File: src/rtl/tx_burst_fsm.sv
// tx_burst_fsm: burst transmitter over a valid/ready interface.
// A request in IDLE streams len_i words starting at seed_i, advancing by STEP
// per accepted word. Progress is reported through busy_o, sent_cnt_o and a
// one-cycle done_o pulse after the final word has been accepted.
module tx_burst_fsm #(
  parameter int DATA_W = 8,
  parameter int LEN_W  = 4,
  parameter int STEP   = 1
) (
  input  logic              clk,
  input  logic              rst,
  input  logic              tx_i,
  input  logic [LEN_W-1:0]  len_i,
  input  logic [DATA_W-1:0] seed_i,
  input  logic              ready_i,
  output logic              valid_o,
  output logic [DATA_W-1:0] data_o,
  output logic              last_o,
  output logic              busy_o,
  output logic              done_o,
  output logic [LEN_W-1:0]  sent_cnt_o
);

  typedef enum logic [1:0] {
    IDLE = 2'd0,
    SEND = 2'd1,
    DONE = 2'd2
  } state_t;

  localparam logic [DATA_W-1:0] STEP_W = DATA_W'(STEP);

  state_t            state;
  logic [LEN_W-1:0]  len_q;
  logic              xfer;
  logic [LEN_W:0]    next_idx_plus_one;
  logic              next_is_last;

  // A word moves only when it is being offered and the consumer takes it.
  assign xfer = valid_o & ready_i;

  // After this transfer the word on the bus has index sent_cnt_o+1; it is the
  // final one when sent_cnt_o+2 equals the burst length. One extra bit keeps
  // the sum from wrapping at the maximum burst length.
  assign next_idx_plus_one = {1'b0, sent_cnt_o} + (LEN_W+1)'(2);
  assign next_is_last      = (next_idx_plus_one == {1'b0, len_q});

  // Burst sequencer with every output registered; reset abandons any burst.
  always_ff @(posedge clk) begin
    if (!rst) begin
      state      <= IDLE;
      len_q      <= '0;
      valid_o    <= 1'b0;
      data_o     <= '0;
      last_o     <= 1'b0;
      busy_o     <= 1'b0;
      done_o     <= 1'b0;
      sent_cnt_o <= '0;
    end else begin
      case (state)
        IDLE: begin
          done_o <= 1'b0;
          if (tx_i && (len_i != '0)) begin
            len_q      <= len_i;
            data_o     <= seed_i;
            valid_o    <= 1'b1;
            busy_o     <= 1'b1;
            sent_cnt_o <= '0;
            last_o     <= (len_i == LEN_W'(1));
            state      <= SEND;
          end
        end
        SEND: begin
          if (xfer) begin
            if (last_o) begin
              valid_o    <= 1'b0;
              last_o     <= 1'b0;
              busy_o     <= 1'b0;
              sent_cnt_o <= len_q;
              done_o     <= 1'b1;
              state      <= DONE;
            end else begin
              data_o     <= data_o + STEP_W;
              sent_cnt_o <= sent_cnt_o + LEN_W'(1);
              last_o     <= next_is_last;
            end
          end
        end
        DONE: begin
          done_o <= 1'b0;
          state  <= IDLE;
        end
        default: begin
          valid_o <= 1'b0;
          last_o  <= 1'b0;
          busy_o  <= 1'b0;
          done_o  <= 1'b0;
          state   <= IDLE;
        end
      endcase
    end
  end

endmodule

File: config.mk
export PLATFORM = sky130hd
export DESIGN_NAME = tx_burst_fsm
export DESIGN_NICKNAME = d
export VERILOG_FILES = /design/src/rtl/tx_burst_fsm.sv
export SDC_FILE = /design/constraint.sdc
export NUM_CORES = 1
export LEC_CHECK = 0
export CAP_MARGIN = 10
export CORE_ASPECT_RATIO = 0.75
export CORE_UTILIZATION = 47
export CTS_CLUSTER_DIAMETER = 60
export DETAILED_ROUTE_END_ITERATION = 12
export PLACE_DENSITY = 0.78
export SLEW_MARGIN = 25
export SYNTH_ARGS = -nofsm -noshare
export SYNTH_HDL_FRONTEND = slang
export SYNTH_SLANG_ARGS = --single-unit
File: constraint.sdc
create_clock -name clk -period 3.1 [get_ports clk]
set_input_delay 0.31 -clock clk [delete_from_list [all_inputs] [get_ports clk]]
set_output_delay 0.31 -clock clk [all_outputs]
set_load 0.01 [all_outputs]
==> summary.txt, run 1 <==
Critical path
  – Worst Path Required: about 2800 ps
  – CP max stage cell: clkdlybuf4s50_1
  – CP Launch Type: flop
  – Crit-path cells: clkdlybuf4s50_1
  – Worst R2R Setup Slack: roughly 1300 ps
  – R2R depth: 4
  – Worst path bufs/invs: 1
  – Critical path type: flop to output port
  – CP top delay family: buffers and inverters
  – Cell depth of the worst setup path: 1
  – WP data arrival: ~1600 ps
  – Crit end category: output port
  – Crit path largest cell delay: approximately 630 ps
  – Crit path max fanout: 14

Synthesis
  – Top post-synthesis cells by area: dfxtp_1 35%, nand2_1 6.0%, a21oi_1 5.9%
  – Sequential area share after synthesis: a little over a third
  – Synth Cell Area: 1190 sq um
  – Dominant synthesized flop cell: dfxtp_1
  – EDFF count, synth: 0
  – Mean cell area of the mapped netlist: approximately 8 sq um
  – Synth top area share: roughly a third
  – Top cell type by total area after synthesis: dfxtp_1
  – Count of cell types in the netlist: 40
  – Synthesized Nets: approximately 170
  – YS warnings: 0
  – Post-synthesis async set-or-reset flop share: 0%
  – Yosys reg bits: 21
  – Syn Inst Count: 147

Finish
  – ANT cells: 0
  – Most frequent cells in the layout: 31 x clkdlybuf4s50_1, 21 x dfxtp_1, 19 x nand2_1, 14 x a21oi_1, 13 x nor2_1
  – Most common cell after layout, fill and taps aside: clkdlybuf4s50_1
  – Post-layout nets: ~200
  – Fin util: about two thirds
  – Fraction of layout cells with a size suffix above 1: around 6.3%
  – Synth-to-Final Area Change: 28.2%

Floorplanning
  – Site Rows: 15
  – Die W: 60.1 microns
  – DIE HEIGHT: between 40 and 50 microns
  – Initial core utilization: slightly above 50%
  – Core area: between 2000 and 2500 sq um
  – Number of placed I/O pins: 32
  – Die area: around 2700 sq um

Hold path
  – Worst Hold Class: flop to flop
  – Hold path depth: 2

Clocking
  – TritonCTS clock tree: built
  – Worst skew pair latency: between 300 and 400 ps
  – Clock buffer depth: 2
  – Post-CTS setup repair buffer count: 0
  – Clk sinks: 21
  – Post_cts resized: 0
  – Worst-path clk slew: roughly 120 ps
  – Post-CTS Hold Buffers: 0
  – Clock buffer count from CTS: 3
  – Root buffer cell: clkbuf_4
  – H-tree Lvls: 1

Detailed routing
  – Drt total wl: around 3 mm
  – Initial drt markers: 69
  – WL/cell: 14.7 microns
  – DR vias: approximately 1.2k
  – Initial DRT Pass Iterations: 4
  – Detail Route Antenna Nets: 0
  – DRC Markers: 0
  – DR vias/cell: 5.94

Job
  – MaxCap Viol Count: 0

Global route
  – Initial antenna violation count: 0
  – Gr usage total: between 20% and 30%
  – GRT overflow: 0
  – Vias in the first global route: approximately 1.1k
  – First-pass GRT wire length: 4.87 mm
  – Pin count of the biggest net entering global routing: 23

Timing
  – RSZ-0062 raised after global routing: no
  – Fmax: 532 MHz
  – Final Hold Fails: 0
  – Headroom to the max-slew limit: 47.3%
  – Setup TNS: 0 ps
  – Minimum clock period: 1880 ps
  – Fin crit share: 60.6%
  – Slew Viols, Final: 0
  – Final setup fails: 0
  – Worst Clk Skew: about 9.8 ps
  – Slew @ Worst Pin: approximately 800 ps

Pwr
  – Leakage: between 0.5 and 0.6 nW
  – VDD IR-drop max: 0.217 mV
  – Overall Power: 620 uW
  – Power density over cell area: roughly 400 nW/um^2

Placement
  – IO Port Bufs: 31
  – Post-DP HPWL: 2.20 mm
  – GPL Wtd Cong: approximately 0.85

Run status
  – Status: completed
## per-stage QoR
step | hold slack (ps) | setup WS (ps) | instance area [sq um] | std cells
6_report | 495 | 1220 | 1530 | 209
5_1_grt | 522 | 1060 | 1530 | 209
4_1_cts | 497 | 1240 | 1530 | 209
3_5_place_dp | 481 | 949 | 1500 | 205
3_3_place_gp | 479 | 1040 | 1500 | 205
2_1_floorplan | 446 | 1490 | 1190 | 147
## state kept, by name, indices dropped and copies added, names as in the netlist
register and flops:
sent_cnt_o 4, last_o 1, done_o 1, busy_o 1, len_q 4, data_o 8
state 2
## synthesized netlist by cell type, types with 2 or more instances
cell / n
o21ai_0: 4
a31oi_1: 5
ha_1: 3
dfxtp_1: 21
o311ai_1: 4
and3_1: 4
xor2_1: 3
nor2_1: 13
nand2b_1: 4
xnor2_1: 3
o31ai_1: 4
nor4_1: 2
a311oi_1: 2
nand2_1: 19
a22oi_1: 4
nor3b_1: 2
nor3_1: 7
nand3_1: 4
clkbuf_1: 4
buf_6: 2
a21oi_1: 14
## final timing paths
path | from | end
worst min register to register | len_q[0] | len_q[0]
worst min-delay path | len_q[0] | len_q[0]
worst max-delay path | last_o | last_o
worst max register to register | state[0] | data_o[7]
## report_power, final
part           internal (mW)  switching, mW  total [mW]
clock                 0.0484         0.0884       0.137
combinational         0.0804         0.0832       0.164
sequential             0.289         0.0297       0.319
## area by class of cell
type	instances	area [sq um]
sequential	21	420
fill	202	820
clock inverter	1	5.00
multi-input combinational	117	718
clock buffer	3	22.5
tap	34	42.5
inverter	2	7.51
timing repair buffer	31	310
## cell families (layout without fill, tap and decap cells)
family | after synthesis | count (layout) | share of synthesized area, %
AOI/OAI and AO/OA | 45 | 45 | 25.7
xor gates and xnor gates | 6 | 6 | 4.41
adders and majority gates | 3 | 3 | 3.15
buffers and inverters | 9 | 37 | 4.41
DFF | 21 | 21 | 35.3
muxes | 1 | 1 | 0.945
and+or+nand+nor | 62 | 62 | 26.1
## routing by layer
metal  wire, microns  GRT usage (%)  share of wire [%]
met3             188           6.25                6.1
met1            1530           33.9                 50
met5               0              0                  0
met4              42           7.91                1.4
met2            1300           35.4                 42
(Power assumes the default switching activity.)
==> run 2, diff against run 1 <==
CORE_UTILIZATION = 43   (was 47)
PLACE_DENSITY = 0.75   (was 0.78)
clock period = 1.6 ns   (was 3.1 ns; I/O delays follow)
==> run 2 against run 1 <==
Against the previous run:
- via count is 6.0% higher
- combinational power is 140% higher
- die area is 8.9% higher
- first-iteration DRC count is 52% higher
- clock power grew to 2.6 times the previous value
- sequential share of layout area is 2.8 points lower
- worst setup slack worse by 1200 ps
- flip-flop and latch count stayed put
- routed wire length is 13% higher
- global-route usage is 0.43 points lower
- clock skew is 3.1 ps lower
- largest cell class unchanged
- largest power group unchanged
==> summary.txt, run 2 (synthesized netlist as in run 1, its figures left out) <==
Finish
  – Largest registers: data_o x8, len_q x4, sent_cnt_o x4
  – Fraction of layout cells with a size suffix above 1: 17.4% (+11 points)
  – Biggest register: data_o
  – Most frequent cells in the layout: 31 x clkdlybuf4s50_1, 19 x nand2_1, 19 x dfxtp_1, 14 x buf_4
  – Fin area: 1710 sq um (+12%)
  – Post-layout nets: 210 (+7.7%)
  – Most common cell after layout, fill and taps aside: clkdlybuf4s50_1
  – Synth-to-Final Area Change: 43.7%
  – Max reg flops: 8 (unchanged)
  – ANT cells: 0 (unchanged)

Global route
  – First-pass GRT wire length: 5.39 mm (+11%)
  – Pin count of the biggest net entering global routing: 21 (-8.7%)
  – GRT overflow: 0 (unchanged)
  – Initial antenna violation count: 0 (unchanged)
  – Gr usage total: 23.6% (-0.43 points)
  – Vias in the first global route: 1,164 (+6.9%)

Hold path
  – Worst Hold Class: primary input to flop
  – Hold wc startpoint: seed_i[1]
  – WHS Endpoint: data_o[1]
  – Hold path depth: 3 (+1)

Critical path
  – Reg2reg start: state[1]
  – R2r endpoint: data_o[7]
  – Crit path max fanout: 20 (+6)
  – Crit end category: flop
  – R2R depth: 6 (+2)
  – Worst Path Required: 1780 ps (-1010 ps)
  – Worst R2R Setup Slack: 30 ps (-1230 ps)
  – WP data arrival: 1750 ps (+180 ps)
  – CP Launch Type: flop
  – Critical path type: flop to flop

Pwr
  – VDD IR-drop max: 0.741 mV (+240%)
  – Leakage: 0.636 nW (+16%)
  – Psw: 418 uW (+110%)
  – Power density over cell area: 793 nW/um^2 (+95%)
  – Sw frac: 30.8% (-1.7 points)
  – Overall Power: 1.36 mW (+120%)
  – Clock share of power: 25.9% (+3.8 points)
  – Int Pwr: 940 uW (+120%)
  – Combinational power share: 28.7% (+2.3 points)
  – Sequential Power Share: 45.5% (-6.0 points)

Clocking
  – Clock buffer count from CTS: 3 (unchanged)
  – Worst-path clk slew: 80 ps (-40 ps)
  – Clock buffer depth: 2 (unchanged)
  – Post-CTS setup repair buffer count: 0 (unchanged)
  – Clk sinks: 21 (unchanged)
  – Worst skew pair latency: 260 ps (-60 ps)
  – TritonCTS clock tree: built
  – Root buffer cell: clkbuf_8
  – H-tree Lvls: 1 (unchanged)

Timing
  – Final setup fails: 0 (unchanged)
  – Fmax: between 600 and 700 MHz
  – Worst Clk Skew: 6.69 ps (-3.14 ps)
  – Fin crit share: a little over nine tenths
  – Setup TNS: 0 ps (unchanged)
  – Slew Viols, Final: 0 (unchanged)
  – Final Hold Fails: 0 (unchanged)
  – Headroom to the max-slew limit: 75.3% (+28 points)
  – Min setup slack post-route: 32.9 ps (-1190 ps)
  – Slew @ Worst Pin: 367 ps (-423 ps)
  – Minimum clock period: about 1600 ps

Placement
  – GPL Wtd Cong: 0.838 (-1.6%)
  – IO Port Bufs: 31 (unchanged)
  – Post-DP HPWL: 2.47 mm (+12%)
  – Pre-CTS setup slack: -242 ps (-1190 ps)
  – DP Area: 1630 sq um (+8.5%)

Floorplanning
  – Die area: 2990 sq um (+8.9%)
  – Number of placed I/O pins: 32 (unchanged)
  – Site Rows: 16 (+1)
  – Die W: 62.8 microns (+4.4%)
  – Core area: 2620 sq um (+12%)
  – DIE HEIGHT: 47.6 microns (+4.3%)
  – Initial core utilization: 45.4% (-5.4 points)

Detailed routing
  – WL/cell: 15.3 microns (+4.4%)
  – Detail Route Antenna Nets: 0 (unchanged)
  – DR vias: 1,316 (+6.0%)
  – Initial drt markers: 105 (+52%)
  – Initial DRT Pass Iterations: 4 (unchanged)
  – Drt total wl: 3.46 mm (+13%)
  – DR vias/cell: 5.82 (-1.9%)
  – DRC Markers: 0 (unchanged)

Run status
  – Status: completed

Job
  – MaxCap Viol Count: 0 (unchanged)
-- run 2: cell types whose count changed in the layout (fill, tap and decap cells not counted), moves of 2 or more --
cell | previous run | this run
clkbuf_8 | 0 | 3
clkbuf_4 | 3 | 0
buf_4 | 0 | 14
dfxtp_1 | 21 | 19
o311ai_2 | 0 | 2
dfxtp_2 | 0 | 2
o311ai_1 | 4 | 2
-- run 2: worst max path at each step --
stage | slack (ps) | end | startpoint | depth (start not counted)
after floorplan | 5 | data_o[3] | state[0] | 6
after global placement | -190 | data_o[5] | tx_i | 5
after detailed placement | -240 | data_o[4] | tx_i | 5
after CTS | 30 | data_o[4] | tx_i | 5
after global routing | -0.07 | data_o[4] | tx_i | 5
final | 30 | data_o[7] | state[1] | 6
-- run 2: power by group through the flow --
stage / Clock (mW) / Combinational, mW / Sequential [mW]
6_report: 0.352 / 0.389 / 0.617
5_1_grt: 0.377 / 0.422 / 0.623
4_1_cts: 0.356 / 0.374 / 0.614
3_5_place_dp: 0 / 0.371 / 0.625
3_3_place_gp: 0 / 0.359 / 0.623
2_1_floorplan: 0 / 0.189 / 0.621
-- run 2: per-layer routing --
layer	vias up	track usage [%]	wire (microns)
met5	-	0	0
met3	4	6.19	202
li1	634	-	-
met2	48	38.3	1620
met4	0	7.91	23
met1	630	31.4	1610
-- run 2: area by class of cell --
type                            count  area [sq um]
Inverter                            2          7.51
Clock inverter                      1          5.00
Sequential cell                    21           423
Tap cell                           36          45.0
Timing Repair Buffer               46           435
Clock buffer                        3          41.3
Multi-Input combinational cell    117           754
Fill cell                         234           911
-- run 2: worst max-delay path, stage by stage, from the launching register on --
cell and delay (ps):
dfxtp_1 330, buf_4 160, nand2b_2 220, buf_12 170, nor4_1 310, a21oi_1 90, o32ai_2 190
-- run 2: what timing repair did --
item / in CTS / in global routing
hold buffers: 0 / 0
setup endpoints to repair: 1 / 6
pin swaps: 0 / 0
resized for setup: 1 / 8
-- run 2: per-stage QoR --
| stage | instances | utilization [%] | hold slack [ps] |
|---|---|---|---|
| after global placement | 222 | 62.0 | 481 |
| after CTS | 226 | 63.8 | 493 |
| final | 226 | 65.3 | 495 |
| after detailed placement | 222 | 62.0 | 489 |
| after floorplan | 147 | - | 296 |
| after global routing | 226 | 65.3 | 510 |
